File: src/rtl/arq_pkg.sv
// Shared ARQ types: sequence numbers, ACK payload, and modular sequence comparison.
package arq_pkg;

    localparam int ARQ_SEQ_W  = 4;
    localparam int ARQ_WINDOW = 1 << (ARQ_SEQ_W - 1);

    typedef logic [ARQ_SEQ_W-1:0] seq_t;

    typedef struct packed {
        seq_t seq;
    } ack_pkt_t;

    // True when cand lies 1..WINDOW ahead of ref_seq, modulo 2^SEQ_W.
    function automatic logic seq_newer(seq_t cand, seq_t ref_seq);
        seq_t d;
        d = seq_t'(cand - ref_seq);
        return (d != '0) && (int'(d) <= ARQ_WINDOW);
    endfunction

endpackage

File: src/rtl/arq_ack_gap_timer.sv
// Loadable down-counter that saturates at zero; zero flag marks expiry.
module arq_ack_gap_timer #(
    parameter int W = 3
) (
    input  logic         clk,
    input  logic         rst_n,
    input  logic         load,
    input  logic [W-1:0] load_val,
    input  logic         dec,
    output logic         zero
);

    logic [W-1:0] count;

    always_ff @(posedge clk or negedge rst_n) begin
        if (!rst_n) begin
            count <= '0;
        end else if (load) begin
            count <= load_val;
        end else if (dec && (count != '0)) begin
            count <= count - 1'b1;
        end
    end

    assign zero = (count == '0);

endmodule

File: src/rtl/arq_ack_tx.sv
// Receiver-side ACK transmitter: coalesces cumulative-ACK requests, sends the newest,
// re-sends it a bounded number of times with idle gaps, then goes silent.
module arq_ack_tx
    import arq_pkg::*;
#(
    parameter int SEQ_W   = 4,
    parameter int REPEATS = 2,
    parameter int GAP     = 8
) (
    input  logic             clk,
    input  logic             rst_n,
    input  logic [SEQ_W-1:0] req_seq,
    input  logic             req_trigger,
    output logic             req_did_trigger,
    output logic             ack_valid,
    input  logic             ack_ready,
    output logic [SEQ_W-1:0] ack_seq,
    output logic             busy
);

    localparam int RW = (REPEATS > 0) ? $clog2(REPEATS + 1) : 1;
    localparam int GW = (GAP > 1) ? $clog2(GAP) : 1;

    if (GAP < 1) begin : g_bad_gap
        $error("arq_ack_tx: GAP must be >= 1");
    end
    if (SEQ_W != ARQ_SEQ_W) begin : g_bad_seq_w
        $error("arq_ack_tx: SEQ_W must match the ARQ package sequence width");
    end

    typedef enum logic [1:0] {
        ST_IDLE,
        ST_SEND,
        ST_GAP
    } state_t;

    state_t        state;
    seq_t          cur_seq;
    seq_t          new_seq;
    logic          have_new;
    logic [RW-1:0] rep_cnt;
    ack_pkt_t      ack_q;

    logic req_newer;
    logic handshake;
    logic gap_load;
    logic gap_dec;
    logic gap_zero;

    // Comparison is against the ACK currently owned, not a pending coalesced one.
    assign req_newer       = req_trigger && seq_newer(req_seq, cur_seq);
    assign handshake       = ack_valid && ack_ready;
    assign req_did_trigger = req_trigger;
    assign busy            = (state != ST_IDLE);
    assign ack_seq         = ack_q.seq;

    assign gap_load = (state == ST_SEND) && handshake && !req_newer && !have_new
                      && (rep_cnt != '0);
    assign gap_dec  = (state == ST_GAP) && !req_newer;

    arq_ack_gap_timer #(.W(GW)) u_gap_timer (
        .clk      (clk),
        .rst_n    (rst_n),
        .load     (gap_load),
        .load_val (GW'(GAP - 1)),
        .dec      (gap_dec),
        .zero     (gap_zero)
    );

    always_ff @(posedge clk or negedge rst_n) begin
        if (!rst_n) begin
            state     <= ST_IDLE;
            cur_seq   <= '0;
            new_seq   <= '0;
            have_new  <= 1'b0;
            rep_cnt   <= '0;
            ack_q     <= '0;
            ack_valid <= 1'b0;
        end else begin
            case (state)
                ST_IDLE: begin
                    // Any request starts a fresh ACK, even one equal to cur_seq.
                    if (req_trigger) begin
                        cur_seq   <= req_seq;
                        ack_q.seq <= req_seq;
                        rep_cnt   <= RW'(REPEATS);
                        ack_valid <= 1'b1;
                        state     <= ST_SEND;
                    end
                end
                ST_SEND: begin
                    if (handshake) begin
                        if (req_newer) begin
                            cur_seq   <= req_seq;
                            ack_q.seq <= req_seq;
                            rep_cnt   <= RW'(REPEATS);
                            have_new  <= 1'b0;
                        end else if (have_new) begin
                            cur_seq   <= new_seq;
                            ack_q.seq <= new_seq;
                            rep_cnt   <= RW'(REPEATS);
                            have_new  <= 1'b0;
                        end else if (rep_cnt == '0) begin
                            ack_valid <= 1'b0;
                            state     <= ST_IDLE;
                        end else begin
                            rep_cnt   <= rep_cnt - 1'b1;
                            ack_valid <= 1'b0;
                            state     <= ST_GAP;
                        end
                    end else if (req_newer) begin
                        new_seq  <= req_seq;
                        have_new <= 1'b1;
                    end
                end
                ST_GAP: begin
                    if (req_newer) begin
                        cur_seq   <= req_seq;
                        ack_q.seq <= req_seq;
                        rep_cnt   <= RW'(REPEATS);
                        ack_valid <= 1'b1;
                        state     <= ST_SEND;
                    end else if (gap_zero) begin
                        ack_valid <= 1'b1;
                        state     <= ST_SEND;
                    end
                end
                default: begin
                    ack_valid <= 1'b0;
                    state     <= ST_IDLE;
                end
            endcase
        end
    end

endmodule

File: config.mk
export PLATFORM = sky130hd
export DESIGN_NAME = arq_ack_tx
export DESIGN_NICKNAME = d
export VERILOG_FILES = /design/src/rtl/arq_pkg.sv /design/src/rtl/arq_ack_gap_timer.sv /design/src/rtl/arq_ack_tx.sv
export SDC_FILE = /design/constraint.sdc
export NUM_CORES = 1
export LEC_CHECK = 0
export CORE_MARGIN = 3
export CORE_UTILIZATION = 35
export DETAILED_ROUTE_END_ITERATION = 10
export HOLD_SLACK_MARGIN = 0.1
export PLACE_DENSITY_LB_ADDON = 0.2
export SKIP_LAST_GASP = 1
export SLEW_MARGIN = 0
export SYNTH_ARGS = -nofsm -noshare
export SYNTH_HDL_FRONTEND = slang
export SYNTH_SLANG_ARGS = --single-unit
File: constraint.sdc
create_clock -name clk -period 3.04 [get_ports clk]
set_input_delay 0.608 -clock clk [delete_from_list [all_inputs] [get_ports clk]]
set_output_delay 0.608 -clock clk [all_outputs]
set_load 0.005 [all_outputs]
# == Word level (Yosys, flattened, before mapping) ==
# Index checks and enable logic that the tools add are counted.
# totals
regBits,17
wordCells,80
# classes
n_addsub,3
magnitude_cmp,1
n_eq_ne,10
mux,32
n_bitwise,1
n_reduce_logical,26
# ops
op,n
2-bit two-way mux,13
4-bit two-way mux,5
5-bit AND reduction,3
2-bit one-hot mux with 3 select lines,2
4-bit one-hot mux with 3 select lines,1
2-bit inequality test (second input constant),5
1-bit logical AND,9
1-bit two-way mux,8
2-bit nonzero test,4
3-bit two-way mux,2
3-bit inequality test (second input constant),2
3-bit nonzero test,2
4-bit less-or-equal comparator (second input constant),1
2-bit logical NOT,2
4-bit inequality test (second input constant),1
4-bit nonzero test,1
4-bit subtractor,1
3-bit logical NOT,1
1-bit one-hot mux with 3 select lines,1
3-bit AND reduction,1
3-bit by 1-bit subtractor with 3-bit output (second input constant),1
2-bit by 1-bit == test with 1-bit output (second input constant),1
2-bit == test (second input constant),1
1-bit logical NOT,2
other kinds (3),3

# == Depth between registers and ports, before layout ==
# Gate-level depths: netlist (run 1).
# logic_depth
depth_word,9
depth_mapped,9
mapped_depth_nobuf,8

# == Modules after synthesis ==
# Synthesis (run 1) repeated with hierarchy kept, for this count alone.
# hier_totals
hier_cells,107
area_unflattened_um2,1039.7
# by_module_without_submodules
module,instances,cells_per_inst,area_per_inst_um2
arq_ack_tx,1,88,849.6
arq_ack_gap_timer,1,19,190.2

# == Least setup slack after synthesis (run 1) ==
# No wires, ideal clock.
# synth_path
path_type,input to register
startpoint,input port req_seq[2]
endpoint,register rep_cnt[1]
setup_time_ps,121
arrival_time_ps,2463
t_required_ps,2919
setup_slack_ps,455
path_stages,8
path_buffers,1
path_cell_list,ha_1 > a21boi_1 > o32a_1 > a22oi_2 > or3_1 > buf_6 > or4b_4 > o22a_1
# synth_via
elab_chain_cells,7
elab_cells_between_ends,11
cone_classes,add/sub: 1; order compare: 1; eq/ne: 2; mux: 3; reduce/logical: 4
# synth_lines
element,line,rtl
from (decl),arq_ack_tx.sv:12,"input logic [SEQ_W-1:0] req_seq,"
4-bit subtractor *,arq_pkg.sv:16,d = seq_t'(cand - ref_seq);
4-bit less-or-equal comparator or 4-bit nonzero test (tied branches),arq_pkg.sv:17,return (d != '0) && (int'(d) <= ARQ_WINDOW);
1-bit logical AND *,arq_pkg.sv:17,
1-bit logical AND *,arq_ack_tx.sv:51,"assign req_newer = req_trigger && seq_newer(req_seq, cur_seq);"
2-bit two-way mux,arq_ack_tx.sv:93,if (req_newer) begin
2-bit two-way mux,arq_ack_tx.sv:92,if (handshake) begin
2-bit one-hot mux with 3 select lines,arq_ack_tx.sv:80,case (state)
to (signal assigned),arq_ack_tx.sv:86,rep_cnt <= RW'(REPEATS);
to (signal assigned),arq_ack_tx.sv:96,rep_cnt <= RW'(REPEATS);
to (signal assigned),arq_ack_tx.sv:101,rep_cnt <= RW'(REPEATS);
to (decl),arq_ack_tx.sv:41,logic [RW-1:0] rep_cnt;
# Mark *: on every way between the ends. The rest lies on a longest branch, timed or not. The select of a mux whose other input is x is not followed.
# A chain may end at the register's enable or synchronous reset.

# == Final worst setup path (run 1) ==
# layout_path
startpoint,input port req_seq[0]
endpoint,register rep_cnt[1]
# The elaborated chain is that of the path after synthesis.

==> impl_summary.md, run 1 <==
Yosys
The cell area that synthesis handed to floorplanning was 1161 sq um. The fraction of synthesis flops using an asynchronous set or reset pin is 100.0%. When the netlist entered floorplanning its net count stood at 135. The synthesized flop and latch total is 17. The most used flip-flop cell after synthesis is sky130_fd_sc_hd__dfrtp_1.

Counting instances in the post-synthesis netlist gives the leading cell types as sky130_fd_sc_hd__dfrtp_1, sky130_fd_sc_hd__inv_1, sky130_fd_sc_hd__nor2_1, sky130_fd_sc_hd__ha_1, sky130_fd_sc_hd__nand2_1. The number of cells produced by synthesis is 121. The number of distinct library cells after synthesis is 48. The cell accounting for the most synthesized area is sky130_fd_sc_hd__dfrtp_1. After synthesis, flip-flops and latches occupy 36.64% of the total area. The post-synthesis area per instance is 9.596 sq um. The most frequent cell after synthesis is sky130_fd_sc_hd__dfrtp_1.

By area the synthesized netlist is led by sky130_fd_sc_hd__dfrtp_1, sky130_fd_sc_hd__ha_1, sky130_fd_sc_hd__inv_1. After synthesis, the largest area contributor takes up 36.64% of total cell area. During synthesis, Yosys emitted a total of 0 warnings. The count of flip-flops with a built-in enable after synthesis is 0.

Worst setup path
The largest stage delay on the critical path is 0.52 ns. The start point of the critical path is req_seq[0]. The buffering stage count on the worst path with inverters included is 2. The family of cells with the greatest summed delay on the critical path is compound AO/OA/AOI/OAI gates. STA classifies the critical path endpoint as a flop. The start of the worst register-to-register path is ack_seq[2]$_DFFE_PN0P_. The total stage count of the critical path is 9.

The peak fanout along the critical path is 5. The depth of the most critical reg-to-reg path is 8. The slack of the worst reg-to-reg path is 0.54 ns. Data on the critical path arrives at its endpoint at 3.04 ns. The type of the worst setup path is input port to flop. Traced cell by cell, the critical path runs through clkdlybuf4s50_1, inv_1, ha_1, a21boi_1, o32a_1, a22oi_2, or3_1, or4b_4, o22a_1. The last element of the critical path is rep_cnt[1]$_DFFE_PN0P_. STA puts the critical path data required time at 3.23 ns. The cell type of the slowest stage on the worst timing path is sky130_fd_sc_hd__or4b_4. The endpoint identified for the worst register-to-register timing path is rep_cnt[1]$_DFFE_PN0P_.

STA classifies the critical path startpoint as an input port.

CTS
In this run, CTS created clock tree buffers numbering 3. The H-tree level count is 1. The register clock-pin slew on the reported worst setup and hold paths is 0.10 ns.

Clock tree synthesis selected as its root buffer the cell sky130_fd_sc_hd__clkbuf_4. The post-CTS repair timing setup buffer count is 0. The clock passes through at most 2 buffers. Post-CTS repair changed the size of 0 cells. CTS saw 17 sinks.

For the worst-skew pair, the clock arrives at the later sink with an insertion delay of 0.30 ns. TritonCTS built the clock tree. The number of hold buffers added after CTS was 0.

Hold path
The type of the worst min-delay path is flop to flop. The critical hold path startpoint is rep_cnt[1]$_DFFE_PN0P_. Along the worst hold path, the cell count comes to 1.

Timing
The worst clock skew is 0.003183 ns. Setup violations remaining at the end of the flow were counted as 0. The total count of max-transition violations in the final report was 0. Setup repair after global routing left no endpoint under its margin.

The measured slew at the worst slew-check pin is 0.7962 ns. The tightest hold path in the finished design has a slack of 0.5156 ns. Once routing completed, OpenROAD measured the worst setup slack at 0.1948 ns. The final critical delay including setup and external delays is 2.845 ns.

For this run, the top clock speed supported by timing is 0.3515 GHz. The part of the cycle the worst path needs is 93.59%. The worst slew margin relative to its limit is 46.76%. The number of failing hold endpoints at the final stage came to 0.

Run
Across the run, the number of max-cap violations was 0.

Cells and area
The share of layout cells above drive strength 1 is 20.28%. Counting the fill cells in the layout gives 328. The antenna diode count is 0. The final core area utilization is 45.69%. The number of nets in the layout is 158.

The signed area change from the synthesized netlist to the final layout is 22.09%.

Floorplan
The core area is 3103 sq um. The effective utilization at floorplan is 37.42%. The number of placed I/O pins is 15. The die boundary width is 63.60 um. The area enclosed by the die boundary is 4044 sq um.

From bottom edge to top edge, the die measures 63.60 um. In this run the core area contains 20 standard-cell rows.

Route
The routed wire length is 2385 um. The number of vias after detailed routing is 964. The first routing iteration left 85 violations. For this run, the detailed router's first-pass iteration total came to 4. After detailed routing, the number of vias per cell comes to 5.155. The residual DRC count is 0.

The number of antenna-violating nets in the routed design is 0. The mean routed wirelength per cell is 12.75 um.

Power and ir drop
The completed layout was analyzed and its total power is 1.338 mW. Summed over all cells, the static leakage comes to 0.6546 nW. For this design the ratio of total power to cell area is 943.5 nW/um^2. The maximum vdd ir drop is 333.6 uV.

GRT
The first global-routing pass estimated 3974 um of wire. The overall fraction of global-route tracks in use is 12.29%. For this run the aggregate overflow at the end of global routing stands at 0. The via count of the first global-routing pass is 910. The largest net degree at the start of global routing is 18. The number of antenna violations at the first check in global routing is 0.

Place
The congestion estimate from routability-driven global placement came to 0.8263. The detailed-placement wirelength estimate is 1874 um. The number of I/O port buffers is 14. Before CTS, the worst setup slack after placement is -0.1213 ns.

Run status
The flow ran to the end, and the final reports show no timing, DRC or antenna violations.
kinds of logic (layout without fill, tap and decap cells):
logic type	count (synthesis)	count (layout)	synth area share [%]
adders and majority gates	6	6	6.465
buffers and inverters	19	41	7.435
DFF	17	17	36.64
AOI/OAI and AO/OA	36	36	25.75
muxes	5	5	4.741
and+or+nand+nor	38	38	18.97
cells in the final DEF (no fill, tap or decap), types with 4 or more instances in the layout:
cell type / count
sky130_fd_sc_hd__nand3_1: 4
sky130_fd_sc_hd__clkdlybuf4s50_1: 14
sky130_fd_sc_hd__buf_4: 9
sky130_fd_sc_hd__inv_1: 14
sky130_fd_sc_hd__ha_1: 6
sky130_fd_sc_hd__a21oi_1: 4
sky130_fd_sc_hd__nor2_1: 9
sky130_fd_sc_hd__nand2_1: 5
sky130_fd_sc_hd__dfrtp_1: 17
sky130_fd_sc_hd__mux2_2: 4
state kept, by name, indices dropped and copies added, names as in the netlist:
name,flops
state,2
ack_valid,1
rep_cnt,2
new_seq,4
have_new,1
ack_seq,4
u_gap_timer.count,3
cell type report:
type	instances	area [sq um]	area share, %
multi-input combinational	85	649.4	45.81
sequential	17	425.4	30.01
timing repair buffer	23	207.7	14.65
tap	44	55.05	3.883
inverter	14	52.55	3.707
clock buffer	3	22.52	1.589
clock inverter	1	5.005	0.3530
metrics by stage:
stage | cell area [sq um] | cells | setup TNS [ns]
6_report | 1418 | 187 | 0
5_1_grt | 1418 | 187 | 0
4_1_cts | 1418 | 187 | 0
3_5_place_dp | 1390 | 183 | -1.002
3_3_place_gp | 1390 | 183 | -0.4104
2_1_floorplan | 1161 | 121 | 0
power breakdown:
part,switching (mW),internal (mW)
sequential,0.0895,0.328
clock,0.0757,0.0490
combinational,0.377,0.418
total,0.542,0.795
metal layers:
metal | wire (um) | global-route usage, %
met2 | 1150 | 20.08
met3 | 70 | 1.961
met1 | 1146 | 15.77
met5 | 0 | 0
met4 | 19 | 5.660
worst min-delay path by stage:
stage / end / slack (ns)
5_1_grt: new_seq[1]$_DFFE_PN0P_ / 0.54
2_1_floorplan: ack_seq[0]$_DFFE_PN0P_ / 0.31
3_3_place_gp: new_seq[2]$_DFFE_PN0P_ / 0.49
4_1_cts: rep_cnt[1]$_DFFE_PN0P_ / 0.52
6_report: rep_cnt[1]$_DFFE_PN0P_ / 0.52
3_5_place_dp: rep_cnt[1]$_DFFE_PN0P_ / 0.50
Note: power is estimated with default switching activity, not from simulation.
==> inputs of run 2 (changes only) <==
- SLEW_MARGIN: 0 -> 40
==> run 2 against run 1 <==
  * Die area is the same
  * Critical endpoint unchanged
  * Sequential power about the same
  * Clock power about the same
  * Utilization is 0.16 points lower
  * Largest power group unchanged
  * Combinational power is essentially flat
  * Setup slack got worse by 0.00068 ns
==> impl_summary.md, run 2 (synthesis gave the netlist of run 1 again) <==
Run status
The run finished with clean final reports.

Route
The final route contains 955 vias. The mean routed wirelength per cell is 12.78 um. The met3 layer wire length in the routed design is 54 um.

The number of antenna-violating nets in the routed design is 0. The residual DRC count is 0. The detailed router finished its first iteration with 84 violations. The top metal layer carrying routed signals is met4. The routed length on met1 is 1154 um. The via density per instance is 5.107.

For this block, the routed nets add up to 2389 um of wire. For this run, the detailed router's first-pass iteration total came to 4. The sum of met2 wire segment lengths after detailed routing is 1161 um.

Place
The number of I/O port buffers is 14. Detailed placement ended at an HPWL of 1874 um. The number of placed instances, taps included, is 183. At the end of routability-driven placement, the weighted congestion stood at 0.8263. Before CTS, the worst setup slack after placement is -0.1213 ns.

Run
The total of max-cap violations is 0.

CTS
The H-tree level count is 1. The register clock-pin slew on the reported worst setup and hold paths is 0.10 ns. Gates resized during post-CTS repair numbered 0. The clock net in this run drives a total of 17 sinks. The cts-stage hold buffer count is 0. Clock tree synthesis inserted a total of 3 buffers. Once the clock tree was built, the setup fixing pass inserted 0 buffers. The clock tree from TritonCTS is done. Counting along the longest clock path gives a buffer depth of 2. The later pin in the worst-skew pair is clocked with a latency of 0.29 ns.

In this run the clock root is driven by a sky130_fd_sc_hd__clkbuf_4.

Timing
The total count of max-transition violations in the final report is 0. Based on the critical path, the design can be clocked at up to 0.3514 GHz. Setup repair after global routing left no endpoint under its margin.

The setup violation total in the final timing report is 0. Dividing the final minimum period by the clock period gives 93.62%. The worst clock skew is 0.002601 ns.

The worst slew margin relative to its limit is 65.56%. The number of failing hold endpoints at the final stage is 0. The measured slew at the worst slew-check pin is 0.5150 ns.

For the finished layout, the period the worst path requires is 2.846 ns. The setup slack after layout is 0.1941 ns.

Cells and area
The number of inserted filler cells in the final layout is 329. The library cell used most frequently in the layout, excluding fill and tap cells, is sky130_fd_sc_hd__dfrtp_1. Relative to the synthesized area, the layout overhead comes to 21.66%. The library cells used most frequently in the layout, excluding fill and tap cells, are sky130_fd_sc_hd__dfrtp_1, sky130_fd_sc_hd__inv_1, sky130_fd_sc_hd__clkdlybuf4s50_1, sky130_fd_sc_hd__nor2_1, sky130_fd_sc_hd__buf_4. In the final design database the tool counted 158 nets. The share of layout cells above drive strength 1 is 20.98%. The final core area utilization is 45.52%. After the flow finishes, the layout carries non-filler instances totaling 187.

The repair_antennas step left the layout with diodes totalling 0.

GRT
The wire length of the first global-routing pass is 3974 um. The number of antenna violations at the first check in global routing is 0. The global route total overflow is 0.

The overall fraction of global-route tracks in use is 12.29%. Entering global routing, the biggest net connects 18 pins. The via count of the first global-routing pass is 910.

Floorplan
The total area inside the core boundary comes to 3103 sq um. The number of placed I/O pins is 15. After floorplanning, the core was divided into 20 placement rows. The effective utilization at floorplan is 37.42%.

The die boundary width is 63.60 um. The area enclosed by the die boundary is 4044 sq um. The height of the chip is 63.60 um.

Worst setup path
Traced cell by cell, the critical path runs through clkdlybuf4s50_1, inv_1, ha_1, a21boi_1, o32a_1, a22oi_2, or3_1, or4b_4, o22a_1. On the worst path, the slowest cell contributes a delay of 0.52 ns. The slowest stage of the critical path is the sky130_fd_sc_hd__or4b_4 cell. The peak fanout along the critical path is 5. The cell family contributing the most delay on the critical path is compound AO/OA/AOI/OAI gates. Together, buffers and inverters on the worst path number 2. Data on the critical path is required at its endpoint by 3.23 ns. The type of the worst setup path is input port to flop. The type of element capturing the critical path is a flop.

STA classifies the critical path startpoint as an input port. The data arrival time of the critical path is 3.04 ns.

Hold path
The type of the worst min-delay path is input port to async pin.

Power and ir drop
Total power for the finished layout comes to 1.337 mW. Dividing total power by cell area gives a power density of 946.1 nW/um^2. The maximum vdd ir drop is 333.2 uV. The analysis attributes to cell leakage a power of 0.6546 nW.
[run 2: changes by cell type in the layout (fill, tap and decap cells not counted)]
cell and change:
sky130_fd_sc_hd__buf_2 +1, sky130_fd_sc_hd__clkdlybuf4s50_1 -1
[run 2: worst reg2reg max path: stages, from the launching register on]
cell,delay [ns]
sky130_fd_sc_hd__dfrtp_1,0.40
sky130_fd_sc_hd__inv_1,0.06
sky130_fd_sc_hd__ha_1,0.31
sky130_fd_sc_hd__nor2b_1,0.25
sky130_fd_sc_hd__a41oi_1,0.25
sky130_fd_sc_hd__a22oi_2,0.23
sky130_fd_sc_hd__or3_1,0.20
sky130_fd_sc_hd__or4b_4,0.52
sky130_fd_sc_hd__o22a_1,0.19
[run 2: report_power, final]
group          switching (mW)  internal (mW)  leakage [nW]  total (mW)
sequential             0.0894          0.328         0.189       0.418
combinational           0.378          0.418         0.448       0.795
clock                  0.0747         0.0490        0.0177       0.124
total                   0.542          0.795         0.655        1.34
[run 2: through the flow]
step	TNS [ns]	hold WS (ns)	area [sq um]
2_1_floorplan	0	0.3124	1161
3_3_place_gp	-0.4104	0.4925	1390
3_5_place_dp	-1.002	0.4984	1390
4_1_cts	0	0.5224	1418
5_1_grt	0	0.2398	1413
6_report	0	0.2218	1413
[run 2: area by class of cell]
cell class                      count  area, sq um  share of cell area, %
Clock inverter                      1        5.005                 0.3543
Sequential cell                    17        425.4                  30.12
Clock buffer                        3        22.52                  1.594
Inverter                           14        52.55                  3.720
Tap cell                           44        55.05                  3.897
Multi-Input combinational cell     85        649.4                  45.97
Timing Repair Buffer               23        202.7                  14.35
[run 2: final timing paths]
kind	end	slack (ns)	start	cells after the start
max in group asynchronous	new_seq[0]$_DFFE_PN0P_	2.53	rst_n	1
min in group clk	rep_cnt[1]$_DFFE_PN0P_	0.52	rep_cnt[1]$_DFFE_PN0P_	1
min reg2reg	rep_cnt[1]$_DFFE_PN0P_	0.52	rep_cnt[1]$_DFFE_PN0P_	1
max	rep_cnt[1]$_DFFE_PN0P_	0.19	req_seq[0]	9
min	u_gap_timer.count[0]$_DFFE_PN0P_	0.22	rst_n	1
max reg2reg	rep_cnt[1]$_DFFE_PN0P_	0.54	ack_seq[2]$_DFFE_PN0P_	8
[run 2: layer usage]
layer	up-vias	track usage, %
li1	491	-
met1	454	15.77
met2	8	20.08
met3	2	1.961
met4	0	5.660
met5	-	0
==> inputs of run 3 (changes only) <==
- GPL_TIMING_DRIVEN: not set -> 0
==> run 3 against run 2 <==
  * Setup slack got worse by 0.12 ns
  * Design area shrank 1.3%
  * Clock power about the same
  * Utilization down 0.60 points
  * Sequential power decreased by 2%
  * Hold slack better by 0.0075 ns
  * Clock skew up 0.0010 ns
  * Flip-flop and latch count unchanged
  * Largest power group unchanged
==> impl_summary.md, run 3 (synthesis gave the netlist of run 1 again) <==
CTS
CTS built an H-tree with a depth of 1. At the later pin of the worst-skew pair, clock insertion delay measures 0.29 ns. The clock tree from TritonCTS is done.

In this run the clock root is driven by a sky130_fd_sc_hd__clkbuf_4. Once the clock tree was built, the setup fixing pass inserted 0 buffers. Counting the buffers created by CTS gives 3. The register clock-pin slew on the reported worst setup and hold paths is 0.10 ns. The clock passes through at most 2 buffers.

The total number of clock tree sinks is 17.

Route
The mean routed wirelength per cell is 13.48 um. The number of vias after detailed routing is 958. The initial DRC count is 52. The first detailed-routing pass took 4 iterations.

Once detail routing completed, the nets flagged for antenna violations numbered 0. The routed wire length is 2466 um. For this run, design rule violations remaining after detail routing come to 0.

The via density per instance is 5.235.

Floorplan
The floorplan step set the die width to 63.60 um. The floorplan step defined a core boundary enclosing 3103 sq um. The floorplan step defined a die boundary enclosing 4044 sq um. For this design the top-level I/O count stands at 15. The effective utilization at floorplan is 37.42%. The die is 63.60 um tall. The total number of placement rows is 20.

Cells and area
The count of cells in the finished layout, fillers not included, comes to 183. The antenna diode count is 0. Once layout is complete, the utilization of the core stands at 44.92%. Leaving out fill and tap cells, the most frequent cell in the layout is sky130_fd_sc_hd__dfrtp_1. In the layout the commonest cells are sky130_fd_sc_hd__dfrtp_1, sky130_fd_sc_hd__inv_1, sky130_fd_sc_hd__clkdlybuf4s50_1, sky130_fd_sc_hd__nor2_1, sky130_fd_sc_hd__ha_1. The number of inserted filler cells in the final layout is 333.

The area growth from synthesis to layout is 20.04%. The area of all placed cells without fillers is 1394 sq um. The share of layout cells above drive strength 1 is 20.14%. The number of nets in the layout is 154.

Worst setup path
The type of element capturing the critical path is a flop. The setup check on the worst reg-to-reg path leaves a slack of 0.48 ns. The start point of the critical path is req_seq[0]. The peak fanout along the critical path is 6.

Counting cells, the worst reg-to-reg path comes to 8. The category of the worst setup path launch point is an input port. The start of the worst register-to-register path is ack_seq[1]$_DFFE_PN0P_. The critical path ends at rep_cnt[1]$_DFFE_PN0P_. The data arrival time of the critical path is 3.16 ns.

At the worst endpoint, the required time is 3.23 ns. The worst register-to-register path ends at rep_cnt[1]$_DFFE_PN0P_. The type of the worst setup path is input port to flop.

Timing
Setup violations remaining at the end of the flow were counted as 0. The worst hold slack is 0.2293 ns. The worst clock skew is 0.003649 ns. The final critical delay including setup and external delays is 2.970 ns. After layout, the worst path uses 97.69% of the clock period. The number of failing hold endpoints at the final stage came to 0. Headroom to the max-slew limit came out at 63.74%.

For the pin with the worst max-slew slack, the measured transition is 0.5419 ns. Setup repair after global routing could not meet its margin everywhere. The total count of max-transition violations in the final report is 0. Derived from the worst setup path, the maximum achievable clock frequency is 0.3367 GHz. The worst path meets setup with 0.07035 ns of slack.

GRT
The overall fraction of global-route tracks in use is 13.00%. The number of antenna violations at the first check in global routing is 0. The wire length of the first global-routing pass is 4153 um.

The via count of the first global-routing pass was 909. Entering global routing, the biggest net connects 18 pins. After global routing the overflow that remains totals 0.

Place
Prior to clock tree synthesis, the placed netlist has a worst setup slack of -0.2922 ns. The cell area after placement is 1356 sq um. Once placement completed, the tool counted placed cells totaling 179. The number of I/O port buffers is 14.

Detailed placement ended at an HPWL of 1884 um. At the end of routability-driven placement, the weighted congestion stood at 0.8463.

Power and ir drop
Summed over all nets, the switching power comes to 0.5566 mW. The fraction of power consumed by the clock network is 9.2%. Net switching is 41.59% of the power. The internal power of the cells totals 0.7815 mW. Per report_power, the sequential group accounts for 30.5% of the total. The worst-case IR drop observed on VDD is 323.1 uV. The total power density per cell area is 960.0 nW/um^2. Per report_power, the combinational group accounts for 60.3% of the total.

The leakage power of the design is 0.6351 nW.

Run status
The run finished with clean final reports.

Hold path
The path class of the tightest hold or removal check is input port to async pin.

Run
The tool flagged a number of max-cap violations equal to 0.
run 3: cell types whose count changed in the layout (fill, tap and decap cells not counted), sizes merged:
| cell | change |
|---|---|
| clkinv | -1 |
| clkbuf | +2 |
| buf | -5 |
run 3: cell type report:
type,instances,area (sq um),share of cell area (%)
plain buffers,5,33.78,2.424
flip-flops and latches,17,425.4,30.52
multi-input cells,85,665.6,47.76
repair buffers,14,135.1,9.695
well taps,44,55.05,3.950
clock buffers,4,26.28,1.885
inverters,14,52.55,3.770
run 3: worst min-delay path by stage:
stage                     slack [ns]              startpoint                      to
final                           0.23                   rst_n  rep_cnt[1]$_DFFE_PN0P_
after global routing            0.25                   rst_n  new_seq[0]$_DFFE_PN0P_
after CTS                       0.52  rep_cnt[1]$_DFFE_PN0P_  rep_cnt[1]$_DFFE_PN0P_
after detailed placement        0.50  new_seq[1]$_DFFE_PN0P_  new_seq[1]$_DFFE_PN0P_
after global placement          0.49  new_seq[1]$_DFFE_PN0P_  new_seq[1]$_DFFE_PN0P_
after floorplan                 0.31                   rst_n  ack_seq[0]$_DFFE_PN0P_
run 3: metal layers:
layer  wire length, um  GRT usage [%]  vias to the layer above
met4                26          4.043                        0
met3                61          1.961                        4
met1              1164          17.35                      462
met5                 0              0                        -
li1                  -              -                      481
met2              1214          21.51                       11
run 3: what timing repair did:
action	4_1_cts	5_1_grt
hold buffers	0	0
resized for setup	0	4
endpoints found under the setup margin	0	8
run 3: worst max-delay path, cell delays in order:
cell	delay, ns
sky130_fd_sc_hd__clkdlybuf4s50_1	0.48
sky130_fd_sc_hd__inv_1	0.08
sky130_fd_sc_hd__ha_1	0.35
sky130_fd_sc_hd__a21boi_1	0.25
sky130_fd_sc_hd__o32ai_2	0.15
sky130_fd_sc_hd__o221ai_2	0.29
sky130_fd_sc_hd__nand3_2	0.19
sky130_fd_sc_hd__or4b_4	0.56
sky130_fd_sc_hd__o22a_1	0.20
run 3: power by group through the flow:
| stage | clock network (mW) | logic, mW | registers [mW] |
|---|---|---|---|
| after global placement | 0 | 0.766 | 0.406 |
| final | 0.123 | 0.807 | 0.408 |
| after CTS | 0.126 | 0.791 | 0.408 |
| after global routing | 0.137 | 0.894 | 0.424 |
| after detailed placement | 0 | 0.787 | 0.413 |
| after floorplan | 0 | 0.582 | 0.393 |
run 3: metrics by stage:
stage	setup TNS, ns	total power, mW
after floorplan	0	0.9751
after global placement	-2.038	1.171
after detailed placement	-2.587	1.200
after CTS	0	1.324
after global routing	-0.1510	1.455
final	0	1.338
